### src/rtl/alu_arbiter_if.sv
// Requester operation/result channels plus the shared ALU port of alu_arbiter.
// The arbiter uses the slave modport; requesters and the ALU sit on the master side.
interface alu_arbiter_if #(
    parameter int WIDTH = 32,
    parameter int FN_W  = 4
);
    logic             req0_valid;
    logic             req0_ready;
    logic [WIDTH-1:0] req0_a;
    logic [WIDTH-1:0] req0_b;
    logic [FN_W-1:0]  req0_fn;
    logic             rsp0_valid;
    logic             rsp0_ready;
    logic [WIDTH-1:0] rsp0_res;

    logic             req1_valid;
    logic             req1_ready;
    logic [WIDTH-1:0] req1_a;
    logic [WIDTH-1:0] req1_b;
    logic [FN_W-1:0]  req1_fn;
    logic             rsp1_valid;
    logic             rsp1_ready;
    logic [WIDTH-1:0] rsp1_res;

    logic             alu_clk_en;
    logic [WIDTH-1:0] alu_a;
    logic [WIDTH-1:0] alu_b;
    logic [FN_W-1:0]  alu_fn;
    logic [WIDTH-1:0] alu_res;

    logic             busy;

    modport slave (
        input  req0_valid, req0_a, req0_b, req0_fn, rsp0_ready,
        input  req1_valid, req1_a, req1_b, req1_fn, rsp1_ready,
        input  alu_res,
        output req0_ready, rsp0_valid, rsp0_res,
        output req1_ready, rsp1_valid, rsp1_res,
        output alu_clk_en, alu_a, alu_b, alu_fn,
        output busy
    );

    modport master (
        output req0_valid, req0_a, req0_b, req0_fn, rsp0_ready,
        output req1_valid, req1_a, req1_b, req1_fn, rsp1_ready,
        output alu_res,
        input  req0_ready, rsp0_valid, rsp0_res,
        input  req1_ready, rsp1_valid, rsp1_res,
        input  alu_clk_en, alu_a, alu_b, alu_fn,
        input  busy
    );
endinterface

### src/rtl/alu_arbiter.sv
// Shares one registered single-cycle ALU between two requesters, one operation in flight.
// Define ALU_ARB_RR_EN for round-robin grant; otherwise requester 0 has fixed priority.
module alu_arbiter #(
    parameter int WIDTH = 32,
    parameter int FN_W  = 4
) (
    input  logic         clk,
    input  logic         rst_n,
    alu_arbiter_if.slave bus
);

    typedef enum logic [1:0] {
        IDLE = 2'd0,
        EXEC = 2'd1,
        RESP = 2'd2
    } state_t;

    state_t           state;
    logic             owner;
    logic             busy_q;
    logic             rsp0_valid_q;
    logic             rsp1_valid_q;
    logic [WIDTH-1:0] rsp0_res_q;
    logic [WIDTH-1:0] rsp1_res_q;

    logic             accept;
    logic             winner;
    logic             owner_ready;

`ifdef ALU_ARB_RR_EN
    logic             last_grant;
`endif

    // winner is only meaningful while at least one requester is valid
    always_comb begin
        winner = !bus.req0_valid;
`ifdef ALU_ARB_RR_EN
        if (bus.req0_valid && bus.req1_valid) begin
            winner = !last_grant;
        end
`endif
    end

    assign accept      = (state == IDLE) && (bus.req0_valid || bus.req1_valid);
    assign owner_ready = owner ? bus.rsp1_ready : bus.rsp0_ready;

    assign bus.req0_ready = accept && !winner;
    assign bus.req1_ready = accept && winner;
    assign bus.alu_clk_en = accept;
    assign bus.alu_a      = !accept ? '0 : (winner ? bus.req1_a  : bus.req0_a);
    assign bus.alu_b      = !accept ? '0 : (winner ? bus.req1_b  : bus.req0_b);
    assign bus.alu_fn     = !accept ? '0 : (winner ? bus.req1_fn : bus.req0_fn);

    assign bus.rsp0_valid = rsp0_valid_q;
    assign bus.rsp1_valid = rsp1_valid_q;
    assign bus.rsp0_res   = rsp0_res_q;
    assign bus.rsp1_res   = rsp1_res_q;
    assign bus.busy       = busy_q;

    always_ff @(posedge clk or negedge rst_n) begin
        if (!rst_n) begin
            state        <= IDLE;
            owner        <= 1'b0;
            busy_q       <= 1'b0;
            rsp0_valid_q <= 1'b0;
            rsp1_valid_q <= 1'b0;
            rsp0_res_q   <= '0;
            rsp1_res_q   <= '0;
`ifdef ALU_ARB_RR_EN
            last_grant   <= 1'b1;
`endif
        end else begin
            case (state)
                IDLE: begin
                    if (accept) begin
                        owner  <= winner;
                        busy_q <= 1'b1;
                        state  <= EXEC;
`ifdef ALU_ARB_RR_EN
                        last_grant <= winner;
`endif
                    end
                end
                // ALU registered the operands on the accept edge; its output is valid now
                EXEC: begin
                    if (owner) begin
                        rsp1_res_q   <= bus.alu_res;
                        rsp1_valid_q <= 1'b1;
                    end else begin
                        rsp0_res_q   <= bus.alu_res;
                        rsp0_valid_q <= 1'b1;
                    end
                    state <= RESP;
                end
                RESP: begin
                    if (owner_ready) begin
                        rsp0_valid_q <= 1'b0;
                        rsp1_valid_q <= 1'b0;
                        busy_q       <= 1'b0;
                        state        <= IDLE;
                    end
                end
                default: begin
                    rsp0_valid_q <= 1'b0;
                    rsp1_valid_q <= 1'b0;
                    busy_q       <= 1'b0;
                    state        <= IDLE;
                end
            endcase
        end
    end

endmodule

### src/flat_wrapper.sv
// flat-port wrapper written by rule: the top's interface ports become plain ports
module alu_arbiter_flat 
#(
    parameter int WIDTH = 32,
    parameter int FN_W  = 4
)
  (clk, rst_n, bus_req0_valid, bus_req0_a, bus_req0_b, bus_req0_fn, bus_rsp0_ready, bus_req1_valid, bus_req1_a, bus_req1_b, bus_req1_fn, bus_rsp1_ready, bus_alu_res, bus_req0_ready, bus_rsp0_valid, bus_rsp0_res, bus_req1_ready, bus_rsp1_valid, bus_rsp1_res, bus_alu_clk_en, bus_alu_a, bus_alu_b, bus_alu_fn, bus_busy);
  alu_arbiter_if #(.WIDTH(WIDTH), .FN_W(FN_W)) bus_i ();
  input  logic clk;
  input  logic rst_n;
  input wire logic [$bits(bus_i.req0_valid)-1:0] bus_req0_valid;
  input wire logic [$bits(bus_i.req0_a)-1:0] bus_req0_a;
  input wire logic [$bits(bus_i.req0_b)-1:0] bus_req0_b;
  input wire logic [$bits(bus_i.req0_fn)-1:0] bus_req0_fn;
  input wire logic [$bits(bus_i.rsp0_ready)-1:0] bus_rsp0_ready;
  input wire logic [$bits(bus_i.req1_valid)-1:0] bus_req1_valid;
  input wire logic [$bits(bus_i.req1_a)-1:0] bus_req1_a;
  input wire logic [$bits(bus_i.req1_b)-1:0] bus_req1_b;
  input wire logic [$bits(bus_i.req1_fn)-1:0] bus_req1_fn;
  input wire logic [$bits(bus_i.rsp1_ready)-1:0] bus_rsp1_ready;
  input wire logic [$bits(bus_i.alu_res)-1:0] bus_alu_res;
  output wire logic [$bits(bus_i.req0_ready)-1:0] bus_req0_ready;
  output wire logic [$bits(bus_i.rsp0_valid)-1:0] bus_rsp0_valid;
  output wire logic [$bits(bus_i.rsp0_res)-1:0] bus_rsp0_res;
  output wire logic [$bits(bus_i.req1_ready)-1:0] bus_req1_ready;
  output wire logic [$bits(bus_i.rsp1_valid)-1:0] bus_rsp1_valid;
  output wire logic [$bits(bus_i.rsp1_res)-1:0] bus_rsp1_res;
  output wire logic [$bits(bus_i.alu_clk_en)-1:0] bus_alu_clk_en;
  output wire logic [$bits(bus_i.alu_a)-1:0] bus_alu_a;
  output wire logic [$bits(bus_i.alu_b)-1:0] bus_alu_b;
  output wire logic [$bits(bus_i.alu_fn)-1:0] bus_alu_fn;
  output wire logic [$bits(bus_i.busy)-1:0] bus_busy;
  assign bus_i.req0_valid = bus_req0_valid;
  assign bus_i.req0_a = bus_req0_a;
  assign bus_i.req0_b = bus_req0_b;
  assign bus_i.req0_fn = bus_req0_fn;
  assign bus_i.rsp0_ready = bus_rsp0_ready;
  assign bus_i.req1_valid = bus_req1_valid;
  assign bus_i.req1_a = bus_req1_a;
  assign bus_i.req1_b = bus_req1_b;
  assign bus_i.req1_fn = bus_req1_fn;
  assign bus_i.rsp1_ready = bus_rsp1_ready;
  assign bus_i.alu_res = bus_alu_res;
  assign bus_req0_ready = bus_i.req0_ready;
  assign bus_rsp0_valid = bus_i.rsp0_valid;
  assign bus_rsp0_res = bus_i.rsp0_res;
  assign bus_req1_ready = bus_i.req1_ready;
  assign bus_rsp1_valid = bus_i.rsp1_valid;
  assign bus_rsp1_res = bus_i.rsp1_res;
  assign bus_alu_clk_en = bus_i.alu_clk_en;
  assign bus_alu_a = bus_i.alu_a;
  assign bus_alu_b = bus_i.alu_b;
  assign bus_alu_fn = bus_i.alu_fn;
  assign bus_busy = bus_i.busy;
  alu_arbiter #(.WIDTH(WIDTH), .FN_W(FN_W)) u_core (.clk(clk), .rst_n(rst_n), .bus(bus_i));
endmodule
### config.mk
export PLATFORM = sky130hd
export DESIGN_NAME = alu_arbiter_flat
export DESIGN_NICKNAME = d
export VERILOG_FILES = /design/src/rtl/alu_arbiter_if.sv /design/src/rtl/alu_arbiter.sv /design/src/flat_wrapper.sv
export SDC_FILE = /design/constraint.sdc
export NUM_CORES = 1
export LEC_CHECK = 0
export CAP_MARGIN = 30
export CORE_AREA = 2 2 120 122
export DETAILED_ROUTE_END_ITERATION = 10
export DIE_AREA = 0 0 122 124
export PLACE_DENSITY = 0.66
export SLEW_MARGIN = 20
export SYNTH_ARGS = -nofsm -noshare
export SYNTH_HDL_FRONTEND = slang
export SYNTH_SLANG_ARGS = --single-unit
export TNS_END_PERCENT = 30
### constraint.sdc
create_clock -name clk -period 1.88 [get_ports clk]
set_clock_uncertainty 0.2 [all_clocks]
set_input_delay 0.376 -clock clk [delete_from_list [all_inputs] [get_ports clk]]
set_output_delay 0.376 -clock clk [all_outputs]
set_load 0.01 [all_outputs]
==> flow_summary.yaml, run 1 <==
power:
  leakagePower_nw: 3.12
  finalPower_mw: 10.0
  peakVddDrop_mv: 0.465
  power.density_nw_per_um2: 1410
critical_path:
  cp_top_family: "buffers and inverters"
  crit_arrival_ps: 1750
  crit_path_start: "u_core.state[0]"
  slowest_delay_ps: 420
  path_buf_inv: 4
  r2r_end: "u_core.bus.rsp1_res[9]"
  rrSetupSlack_ps: -100
  cp.required_ps: 1300
  start_kind: "flop"
  crit_slowest_cell: "dfrtp_1"
  path_cells: "nor4b_4 > buf_4 > buf_12 > buf_8 > a22o_1 > buf_2"
  worstRegToRegCells: 7
  worstSetupPathType: "flop to output pin"
  crit_fanout: 7
  crit_path_end_kind: "output pin"
  r2r_start: "u_core.state[0]"
cts:
  cts_tree: "yes"
  cts.sinks: 70
  clk_pin_slew_ps: 60
  cts_buffers: 9
  clock_path_buffers: 2
  worst_skew_pair.late_latency_ps: 320
  cts_max_level: 3
  clockRootBuffer: "clkbuf_16"
timing:
  layout_setup_ws_ps: -447
  hold_viol_final: 0
  tightest_slew_ps: 374
  fmax_ghz: 0.430
  layout_min_cycle_time_ps: 2330
  rsz0062_at_grt: "true"
  maxSlewViolCount: 0
  period_share_pct: 124
  relSlewSlack_pct: 75.1
  setup_viol: 108
  whs_ps: 246
routing:
  drtIter0Drc: 123
  wl_met1_um: 5450
  vias: 3489
  drtAntennaViolNets: 0
  routed.top_layer: "met4"
  dr.pass1.iters: 4
  met2WireLength_um: 7440
  wire_per_inst_um: 18.9
  drt-vias-per-instance: 4.60
  wl_met3_um: 1060
  drt-total-wl_um: 14300
  drc: 0
die:
  io_pins: 312
  row_count: 43
  die-area_um2: 15100
  initial_utilization_pct: 24.4
  chipHeight_um: 124
  core-area_um2: 13700
  die_w_um: 122
grt:
  antenna_found_initial: 0
  grt_max_degree: 71
  grt_pass1_vias: 3657
  grt_pass1_wl_um: 20400
  gr-total-overflow: 0
  grtUsageTotal_pct: 17.9
synth:
  synthArstFlopShare_pct: 100
  synth_edf_count: 0
  synth_commonest_cells: "dfrtp_1 (70), a22o_1 (69), mux2_1 (33), mux2_2 (32), buf_2 (13)"
  synth_seq_cells: 70
  synthTopCellsByArea: "dfrtp_1 (52%), a22o_1 (18%), mux2_1 (11%)"
  yosysTopAreaCell: "dfrtp_1"
  synth_warnings: 0
  syn_inst: 241
  synth_nets: 415
  ys_seq_area_share_pct: 52.3
  syn_area_um2: 3350
  synth_most_common_cell: "dfrtp_1"
  yosysUniqueCellTypes: 18
  synth_area_per_cell_um2: 13.9
  synth_top_area_share_pct: 52.3
  ys.flop_type: "dfrtp_1"
placement:
  placed_area_um2: 6770
  hpwl_um: 11100
  port_buffers: 311
  gp_congestion: 0.756
layout:
  drive_above_1_share_pct: 27.3
  multi_input_area_um2: 1460
  regArea_um2: 1750
  fillCellCount: 1235
  area_growth_pct: 112
  final_area_um2: 7110
  antenna_cells: 0
  fin_nets: 748
hold_path:
  min_path_type: "input port to flop"
  hold_path_depth: 2
  min_to: "u_core.state[0]"
  min_from: "bus_req1_valid"
outcome:
  status: "finished, violations left"
  violations: "setup timing"
flow_run:
  drv_cap: 0
-- stage by stage --
stage / TNS [ps] / util [%] / instances / setup WS (ps)
after floorplan: 0 / - / 241 / 31.6
final: -30500 / 51.8 / 759 / -447
after CTS: -31460 / 51.9 / 761 / -513
after global routing: -41260 / 51.8 / 759 / -528
after detailed placement: -74320 / 49.3 / 728 / -1120
after global placement: -72470 / 49.3 / 728 / -1100
-- worst max-delay path by stage --
stage | end | slack (ps) | cells after the start
2_1_floorplan | bus_alu_a[22] | 30 | 3
3_3_place_gp | bus_alu_b[9] | -1100 | 6
3_5_place_dp | bus_alu_a[4] | -1120 | 6
4_1_cts | bus_alu_b[9] | -510 | 7
5_1_grt | bus_alu_b[9] | -530 | 6
6_report | bus_alu_b[9] | -450 | 6
-- metal layers --
| layer | vias to the layer above | track usage, % |
|---|---|---|
| li1 | 1601 | - |
| met1 | 1693 | 21.5 |
| met2 | 176 | 30.8 |
| met3 | 19 | 3.98 |
| met4 | 0 | 7.47 |
| met5 | - | 0 |
-- cell usage in the layout (no fill, tap or decap) --
| master | n |
|---|---|
| a21o_1 | 3 |
| a22o_1 | 69 |
| and2_4 | 2 |
| buf_12 | 11 |
| buf_16 | 2 |
| buf_2 | 52 |
| buf_4 | 15 |
| buf_6 | 14 |
| buf_8 | 3 |
| bufinv_16 | 2 |
| clkbuf_1 | 1 |
| clkbuf_16 | 10 |
| clkdlybuf4s15_2 | 7 |
| clkdlybuf4s50_1 | 237 |
| clkinv_4 | 1 |
| clkinvlp_4 | 1 |
| dfrtp_1 | 70 |
| dlygate4sd2_1 | 1 |
| dlygate4sd3_1 | 1 |
| inv_1 | 1 |
| inv_6 | 2 |
| mux2_1 | 33 |
| mux2_2 | 29 |
| mux2_4 | 3 |
| nand2_2 | 1 |
| nor2_1 | 1 |
| nor2_2 | 1 |
| nor2b_2 | 1 |
| nor4b_4 | 1 |
| o21a_1 | 2 |
| o21ai_0 | 1 |
| o21bai_1 | 1 |
-- cells by family after synthesis --
kind of cell,count (synthesis),synth area share [%]
mux,65,21.9
buf+inv,23,4.86
simple gates,7,1.42
flops,70,52.3
compound gates,76,19.5
-- area by class of cell --
class	instances	area share, %
repair buffers	344	47.0
flip-flops and latches	70	24.6
multi-input cells	148	20.6
clock buffers	10	3.22
well taps	180	3.17
clock inverters	6	1.32
inverters	1	0.0528
-- what timing repair did --
action                                  CTS  global route
gates resized for setup                 314             9
endpoints found under the hold margin    70             0
gates cloned                              6             1
pin swaps                                37             9
buffers inserted                         10             0
hold buffers                              1             0
endpoints found under the setup margin   75           135
-- sequential cells by signal, indices dropped and copies added, names as in the netlist --
name,flops
u_core.bus.busy,1
u_core.bus.rsp0_res,32
u_core.bus.rsp0_valid,1
u_core.bus.rsp1_res,32
u_core.state,2
u_core.bus.rsp1_valid,1
u_core.owner,1
-- where the power goes --
part	switching [mW]	total [mW]	leakage, nW	internal [mW]
combinational	2.17	5.51	2.14	3.35
clock	0.655	1.83	0.154	1.17
sequential	0.398	2.69	0.822	2.29
total	3.22	10.0	3.12	6.81
Power figures use the tool's default switching activity.
==> run 2, diff against run 1 <==
CORE_AREA = 2 2 122 124   (was 2 2 120 122)
CTS_BUF_LIST = sky130_fd_sc_hd__clkbuf_4   (was unset)
DIE_AREA = 0 0 124 126   (was 0 0 122 124)
PLACE_DENSITY = unset   (was 0.66)
==> run 2 against run 1 <==
The flow still finishes with violations (setup timing). Clock power down 49%. Power down 10%. Via count up 1.1%. Hold slack better by 34 ps. Routed wire length up 19%. Maximum frequency down 8.6%. Combinational power down 1%. Worst setup slack worse by 220 ps. Sequential cell count unchanged. Clock-buffer cell count up 2. Highest routed layer is now met5.
==> flow_summary.yaml, run 2 (synthesis results as in run 1) <==
layout:
  fillCellCount: 1331
  multi_input_area_um2: 1490
  area_growth_pct: 111
  drive_above_1_share_pct: 29.1
  final_util_pct: 49.4
  layout_commonest_cell: "clkdlybuf4s50_1"
  regArea_um2: 1750
  layout_common_cells: "clkdlybuf4s50_1 (171), dfrtp_1 (70), a22o_1 (68), dlygate4sd2_1 (68), buf_2 (49)"
  fin_nets: 759
hold_path:
  hold_path_depth: 1
  min_to: "u_core.bus.busy"
  min_from: "u_core.bus.busy"
  min_path_type: "flop to flop"
cts:
  worst_skew_pair.late_latency_ps: 410
  clockRootBuffer: "clkbuf_4"
  cts_max_level: 3
  cts.sinks: 70
  clock_path_buffers: 2
  cts_tree: "yes"
  cts_buffers: 9
  clk_pin_slew_ps: 110
timing:
  layout_min_cycle_time_ps: 2550
  relSlewSlack_pct: 74.1
  setup_viol: 71
  rsz0062_at_grt: "true"
  period_share_pct: 135
  tightest_slew_ps: 385
  fmax_ghz: 0.393
  layout_setup_ws_ps: -666
  maxSlewViolCount: 0
  hold_viol_final: 0
  tns_ps: -39510
critical_path:
  crit_path_end_kind: "output pin"
  cp.required_ps: 1300
  crit_fanout: 10
  slowest_delay_ps: 430
  path_cells: "clkdlybuf4s50_1 > nor4b_4 > buf_4 > buf_12 > buf_12 > buf_12 > buf_4 > a22o_1 > buf_6"
  crit_arrival_ps: 1970
  r2r_start: "u_core.state[1]"
  path_buf_inv: 7
  cp_top_family: "buffers and inverters"
  worstRegToRegCells: 6
  start_kind: "input port"
  crit_path_start: "bus_req1_valid"
  crit_top_cell: "buf_12"
  r2r_end: "u_core.bus.rsp0_res[28]"
  worstSetupPathType: "input port to output pin"
  rrSetupSlack_ps: 40
  crit_slowest_cell: "clkdlybuf4s50_1"
die:
  row_count: 44
  io_pins: 312
  initial_utilization_pct: 23.4
  die_w_um: 124
  core-area_um2: 14300
  chipHeight_um: 126
  die-area_um2: 15600
routing:
  dr.pass1.iters: 4
  drtAntennaViolNets: 0
  drc: 0
  vias: 3527
  drt-total-wl_um: 17000
  drt-vias-per-instance: 4.56
  drtIter0Drc: 121
  wire_per_inst_um: 22.0
power:
  internal_power_mw: 5.84
  leakagePower_nw: 3.25
  p_comb_share_pct: 60.2
  peakVddDrop_mv: 0.759
  switching_share_pct: 35.3
  seqPwrFrac_pct: 29.5
  power_switching_mw: 3.18
  power.density_nw_per_um2: 1280
  p_clk_share_pct: 10.3
grt:
  grtUsageTotal_pct: 20.5
  grt_pass1_wl_um: 23100
  antenna_found_initial: 2
  grt_pass1_vias: 3715
  grt_max_degree: 71
  gr-total-overflow: 0
outcome:
  status: "finished, violations left"
  violations: "setup timing"
placement:
  place_worst_setup_slack_ps: -1050
  gp_congestion: 0.985
  hpwl_um: 13200
  port_buffers: 311
flow_run:
  drv_cap: 0
[run 2: cell types whose count changed in the layout (fill, tap and decap cells not counted), moves of 4 or more]
cell             delta
buf_12              +4
buf_6              +16
clkbuf_16           -6
clkbuf_4           +12
clkdlybuf4s15_2     -7
clkdlybuf4s50_1    -66
dlygate4sd2_1      +67
mux2_1              -4
[run 2: how the worst max path moves through the flow]
stage,endpoint,slack [ps],cells after the start
2_1_floorplan,bus_alu_a[22],30,3
3_3_place_gp,bus_alu_b[12],-1000,6
3_5_place_dp,bus_alu_b[12],-1050,6
4_1_cts,bus_alu_a[24],-700,8
5_1_grt,bus_alu_a[16],-770,8
6_report,bus_alu_b[13],-670,9
[run 2: timing repair]
| item | CTS | global route |
|---|---|---|
| endpoints found under the hold margin | 70 | 0 |
| setup buffers | 9 | 5 |
| setup endpoints to repair | 140 | 102 |
| hold buffers | 1 | 0 |
| cloned | 2 | 5 |
| resized for setup | 383 | 25 |
| pin swaps | 31 | 19 |
[run 2: routing by layer]
metal,global-route usage (%),wire [um],share of wire (%),vias to the layer above
met5,0,13,0.076,-
met4,3.44,161,0.95,2
met3,7.74,1810,11,18
met2,35.3,8510,50,158
met1,24.4,6520,38,1721
li1,-,-,-,1628
[run 2: area by class of cell]
class | count | area share, %
antenna | 1 | 0.0354
clock buffer | 12 | 1.27
clock inverter | 2 | 0.496
inverter | 1 | 0.0531
multi-input combinational | 148 | 21.1
sequential | 70 | 24.8
tap | 184 | 3.26
timing repair buffer | 355 | 49.0
[run 2: stage by stage]
stage	hold slack [ps]	cells	instance area [um^2]	total power, mW
6_report	280	773	7070	9.02
5_1_grt	306	772	7070	9.62
4_1_cts	286	763	6870	8.77
3_5_place_dp	237	737	6870	8.39
3_3_place_gp	227	737	6870	8.31
2_1_floorplan	-120	241	3350	4.97
[run 2: power by group through the flow]
stage	clock, mW	combinational, mW	sequential, mW
after global routing	1.05	5.79	2.77
after floorplan	0	1.94	3.03
after global placement	0	5.63	2.68
final	0.933	5.43	2.66
after CTS	0.986	5.12	2.66
after detailed placement	0	5.67	2.72
